$ cat src/rtl/std_div_pipe_if.sv
// std_div_pipe_if: go/done handshake plus operand and result buses for the iterative divider.
// Latency: none, this is wiring only.
// Backpressure: none; the client holds go until it observes the one-cycle done pulse.
interface std_div_pipe_if #(
  parameter int WIDTH = 32
);
  logic             go;
  logic [WIDTH-1:0] left;
  logic [WIDTH-1:0] right;
  logic [WIDTH-1:0] out_quotient;
  logic [WIDTH-1:0] out_remainder;
  logic             done;

  modport master (
    output go,
    output left,
    output right,
    input  out_quotient,
    input  out_remainder,
    input  done
  );

  modport slave (
    input  go,
    input  left,
    input  right,
    output out_quotient,
    output out_remainder,
    output done
  );
endinterface

$ cat src/rtl/std_div_pipe.sv
// std_div_pipe: iterative restoring unsigned divider giving quotient and remainder of WIDTH bits.
// Latency: WIDTH cycles from the go capture edge to the one-cycle done pulse; one op per WIDTH+2 cycles.
// Backpressure: none; go is sampled only in IDLE and is not queued, results hold until the next done.
module std_div_pipe #(
  parameter int WIDTH = 32
) (
  input  logic          clk,
  input  logic          reset,
  std_div_pipe_if.slave bus
);

  localparam int CW = $clog2(WIDTH + 1);
  localparam logic [CW-1:0] CNT_LOAD = CW'(WIDTH);
  localparam logic [CW-1:0] CNT_ONE  = CW'(1);

  typedef enum logic [1:0] {
    IDLE = 2'd0,
    BUSY = 2'd1,
    DONE = 2'd2
  } state_t;

  state_t state;

  // The dividend register doubles as the quotient register: dividend bits leave at the
  // top while quotient bits enter at the bottom, so after WIDTH steps it holds the quotient.
  logic [WIDTH-1:0] dvd_q;
  logic [WIDTH-1:0] dvs_q;
  logic [WIDTH-1:0] rem_q;
  logic [CW-1:0]    cnt_q;

  logic [WIDTH:0]   r_trial;
  logic [WIDTH-1:0] r_diff;
  logic             borrow;
  logic             take;
  logic [WIDTH-1:0] rem_next;
  logic [WIDTH-1:0] quo_next;

  // One restoring step. The trial remainder is WIDTH+1 bits; its top bit set means it
  // already exceeds any WIDTH-bit divisor, so only the low WIDTH bits need subtracting.
  // With a zero divisor the subtract never borrows, giving all-ones quotient and
  // the dividend as remainder without a dedicated path.
  always_comb begin
    r_trial          = {rem_q, dvd_q[WIDTH-1]};
    {borrow, r_diff} = {1'b0, r_trial[WIDTH-1:0]} - {1'b0, dvs_q};
    take             = r_trial[WIDTH] | ~borrow;
    rem_next         = take ? r_diff : r_trial[WIDTH-1:0];
    quo_next         = (dvd_q << 1) | WIDTH'(take);
  end

  // Control FSM, operand capture and registered results; reset discards any op in flight.
  always_ff @(posedge clk or negedge reset) begin
    if (!reset) begin
      state             <= IDLE;
      dvd_q             <= '0;
      dvs_q             <= '0;
      rem_q             <= '0;
      cnt_q             <= '0;
      bus.out_quotient  <= '0;
      bus.out_remainder <= '0;
      bus.done          <= 1'b0;
    end else begin
      bus.done <= 1'b0;
      case (state)
        IDLE: begin
          if (bus.go) begin
            dvd_q <= bus.left;
            dvs_q <= bus.right;
            rem_q <= '0;
            cnt_q <= CNT_LOAD;
            state <= BUSY;
          end
        end
        BUSY: begin
          dvd_q <= quo_next;
          rem_q <= rem_next;
          cnt_q <= cnt_q - CNT_ONE;
          if (cnt_q == CNT_ONE) begin
            bus.out_quotient  <= quo_next;
            bus.out_remainder <= rem_next;
            bus.done          <= 1'b1;
            state             <= DONE;
          end
        end
        DONE: begin
          state <= IDLE;
        end
        default: begin
          state <= IDLE;
        end
      endcase
    end
  end

endmodule

$ cat src/flat_wrapper.sv
// flat-port wrapper written by rule: the top's interface ports become plain ports
module std_div_pipe_flat 
#(
  parameter int WIDTH = 32
)
  (clk, reset, bus_go, bus_left, bus_right, bus_out_quotient, bus_out_remainder, bus_done);
  std_div_pipe_if #(.WIDTH(WIDTH)) bus_i ();
  input  logic clk;
  input  logic reset;
  input wire logic [$bits(bus_i.go)-1:0] bus_go;
  input wire logic [$bits(bus_i.left)-1:0] bus_left;
  input wire logic [$bits(bus_i.right)-1:0] bus_right;
  output wire logic [$bits(bus_i.out_quotient)-1:0] bus_out_quotient;
  output wire logic [$bits(bus_i.out_remainder)-1:0] bus_out_remainder;
  output wire logic [$bits(bus_i.done)-1:0] bus_done;
  assign bus_i.go = bus_go;
  assign bus_i.left = bus_left;
  assign bus_i.right = bus_right;
  assign bus_out_quotient = bus_i.out_quotient;
  assign bus_out_remainder = bus_i.out_remainder;
  assign bus_done = bus_i.done;
  std_div_pipe #(.WIDTH(WIDTH)) u_core (.clk(clk), .reset(reset), .bus(bus_i));
endmodule
$ cat config.mk
export PLATFORM = sky130hd
export DESIGN_NAME = std_div_pipe_flat
export DESIGN_NICKNAME = d
export VERILOG_FILES = /design/src/rtl/std_div_pipe_if.sv /design/src/rtl/std_div_pipe.sv /design/src/flat_wrapper.sv
export SDC_FILE = /design/constraint.sdc
export NUM_CORES = 1
export LEC_CHECK = 0
export CAP_MARGIN = 20
export CORE_UTILIZATION = 50
export CTS_CLUSTER_SIZE = 14
export DETAILED_ROUTE_END_ITERATION = 16
export GPL_TIMING_DRIVEN = 1
export PLACE_DENSITY_LB_ADDON = 0.2
export SYNTH_ARGS = -nofsm -noshare
export SYNTH_HDL_FRONTEND = slang
export SYNTH_SLANG_ARGS = --single-unit
$ cat constraint.sdc
create_clock -name clk -period 2.7 [get_ports clk]
set_clock_uncertainty 0.05 [all_clocks]
set_input_delay 0.405 -clock clk [delete_from_list [all_inputs] [get_ports clk]]
set_output_delay 0.405 -clock clk [all_outputs]
set_load 0.01 [all_outputs]
==> reports/metrics.yaml <==
yosys:
  syn_nets: 1102
  ys.warnings.count: 0
  yosysUniqueCellTypes: 55
  synthCells: 1000
  synth_edf_count: 0
  netlist_area_um2: 8860
  synth_seq_cells: 169
  async_reset_ff_frac: 1.00
  synth_area_per_cell_um2: 8.86
  ys_dominant_reg_cell: "dfrtp_1"
  seq_area_frac_synth: 0.477
pwr:
  ir_drop_mv: 0.737
  p_clk_frac: 0.125
  comb_power_share: 0.631
  internal_power_w: 0.0108
  p_sw_w: 0.00828
  p_seq_frac: 0.244
  leakage_nw: 5.26
  swShare: 0.433
  powerDensity_nw_per_um2: 1610
routing:
  vias_per_cell: 5.48
  wl_um: 23500
  drtPass1Iterations: 5
  drt_iter0_markers: 538
  ant_nets: 0
  wire_per_inst_um: 16.6
  vias: 7738
  drcViolationCount: 0
worst_setup_path:
  critPathBufInv: 1
  reg2reg_depth: 11
  required_ns: 3.00
  r2r-end: "u_core.rem_q[1]"
  path_cells: "ha_2 > fa_2 > nand2b_4 > a21oi_4 > a2bb2oi_4 > a211oi_4 > a2111oi_4 > nor2_4 > buf_12 > mux2_2 > o21ai_1"
  rrSetupSlack_ns: -0.21
  cp-end-kind: "flop"
  path_max_fanout: 8
  r2r-start: "u_core.dvs_q[0]"
  cp_slowest_stage_delay_ns: 0.40
  critPathSlowestCell: "dfrtp_1"
  worstSetupPathType: "flop to flop"
  start_kind: "flop"
  arrival_ns: 3.22
  crit_family: "compound AO/OA/AOI/OAI gates"
sta:
  setup-violations-final: 65
  slew_violations: 0
  finalCritPeriodShare: 1.08
  holdWs_ns: 0.425
  worstMarginPinSlew_ns: 0.773
  rsz0062_at_grt: "true"
  hold_viol_final: 0
  layout_min_cycle_time_ns: 2.91
  fmax_mhz: 343
  tns_ns: -7.11
  relSlewSlack: 0.480
  fin_ws_ns: -0.213
layout:
  multi_input_area_um2: 4550
  syn_to_final_growth_pct: 33.8
  nFillCells: 1399
  area.sequential_um2: 4230
  layout_common_cells: "nand2_1, dfrtp_1, clkdlybuf4s50_1, o21ai_0, buf_4"
  nNetsFinal: 1275
  antenna_cells: 0
  mostFrequentLayoutCell: "nand2_1"
  final_layout_size_suffix_gt1_frac: 0.144
placement:
  place_worst_setup_slack_ns: -0.183
  post-dp-hpwl_um: 15800
  gp_congestion: 0.926
  numPortBuffers: 131
floorplanning:
  die_w_um: 135
  rows: 48
  core_um2: 17300
  initial_core_util: 0.512
  ios: 132
  die_h_um: 135
  die_area_um2: 18300
clock_network:
  cts.sinks: 169
  insertion_delay_ns: 0.44
  cts_inserted_buffers: 17
  htree_levels: 4
  root_buffer: "clkbuf_16"
  cts_buffer_depth: 2
  clk_pin_slew_ns: 0.07
  cts_tree: "done"
global_routing:
  grt_pass1_vias: 7599
  antenna_found_initial: 0
  grt_max_degree: 61
  grt_overflow: 0
  grt_pass1_wl_um: 37700
  grtUsageTotal: 0.263
run_status:
  violations: "setup timing"
  outcome: "finished, violations left"
worst_hold_path:
  hold_class: "flop to flop"
  hold_start: "u_core.bus.out_quotient[15]"
  whs_path_depth: 2
  whs_endpoint: "u_core.bus.out_quotient[15]"
job:
  drv_cap: 0
[sequential cells by signal, summed over array words and instances, names as in the netlist]
register,flops
u_core.bus.done,1
u_core.bus.out_quotient,32
u_core.bus.out_remainder,32
u_core.cnt_q,6
u_core.dvd_q,32
u_core.dvs_q,32
u_core.rem_q,32
u_core.state,2
[worst min-delay path: cells and delay by family, from the launching register on]
family	cells	cell delay [ns]
flip-flops	1	0.34
AND/OR/NAND/NOR	2	0.10
[metrics by stage]
step,utilization,power [W],instances,instance area (um^2)
4_1_cts,0.669,0.0180,1406,11600
3_5_place_dp,0.630,0.0151,1370,10900
3_3_place_gp,0.630,0.0149,1370,10900
2_1_floorplan,-,0.0112,1000,8890
6_report,0.685,0.0191,1411,11900
5_1_grt,0.685,0.0205,1411,11900
[what timing repair did]
item / 4_1_cts / 5_1_grt
setup buffers: 2 / 4
resized for setup: 11 / 44
endpoints found under the setup margin: 65 / 64
hold buffers: 1 / 0
gates cloned: 1 / 1
pin swaps: 5 / 9
endpoints found under the hold margin: 57 / 0
[layout make-up]
type,instances,area share
clock buffer,17,0.0359
sequential,169,0.357
clock inverter,15,0.0120
timing repair buffer,213,0.173
inverter,44,0.0139
tap,225,0.0238
multi-input combinational,728,0.384
[power groups by stage]
stage               Clock, W  Combinational (W)  Sequential (W)
global placement           0             0.0103         0.00462
global route         0.00252             0.0132         0.00479
detailed placement         0             0.0105         0.00462
floorplan                  0            0.00661         0.00464
CTS                  0.00243             0.0110         0.00462
finish               0.00239             0.0121         0.00466
[cell usage after synthesis (all sizes together), types with 6 or more instances]
master | n | area [um^2]
nand2 | 221 | 830
nand3 | 16 | 80.1
xnor2 | 15 | 131
nor2 | 24 | 92.6
nand4 | 9 | 62.6
xor2 | 12 | 105
a22oi | 32 | 240
buf | 17 | 82.6
nor2b | 37 | 231
a21oi | 76 | 384
o21ai | 145 | 726
dfrtp | 169 | 4230
nor3 | 9 | 45.0
clkbuf | 42 | 158
ha | 34 | 425
inv | 44 | 165
a21o | 6 | 45.0
mux2i | 25 | 250
o21a | 7 | 52.6
[worst max-delay path by stage]
stage                     startpoint                      endpoint  cells after the start  slack, ns
detailed placement   u_core.dvs_q[0]  u_core.bus.out_remainder[31]                     10      -0.18
global placement     u_core.dvs_q[0]  u_core.bus.out_remainder[31]                     10      -0.11
floorplan           u_core.dvd_q[31]  u_core.bus.out_remainder[31]                     11      -0.03
global route         u_core.dvs_q[0]               u_core.rem_q[1]                     11      -0.26
CTS                  u_core.dvs_q[0]  u_core.bus.out_remainder[27]                     10      -0.10
finish               u_core.dvs_q[0]               u_core.rem_q[1]                     11      -0.21
[cell families after synthesis]
kind of cell / synth area share
and+or+nand+nor: 0.169
AOI/OAI and AO/OA: 0.202
DFF: 0.477
buffers and inverters: 0.0458
adders and majority gates: 0.0503
xor gates and xnor gates: 0.0267
muxes: 0.0295
[metal layers]
metal | track usage | vias to the layer above | wire length, um
met3 | 0.0435 | 31 | 1090
met4 | 0.0811 | 0 | 430
li1 | - | 3781 | -
met2 | 0.436 | 204 | 11300
met5 | 0 | - | 0
met1 | 0.354 | 3722 | 10600
Power figures use the tool's default switching activity.
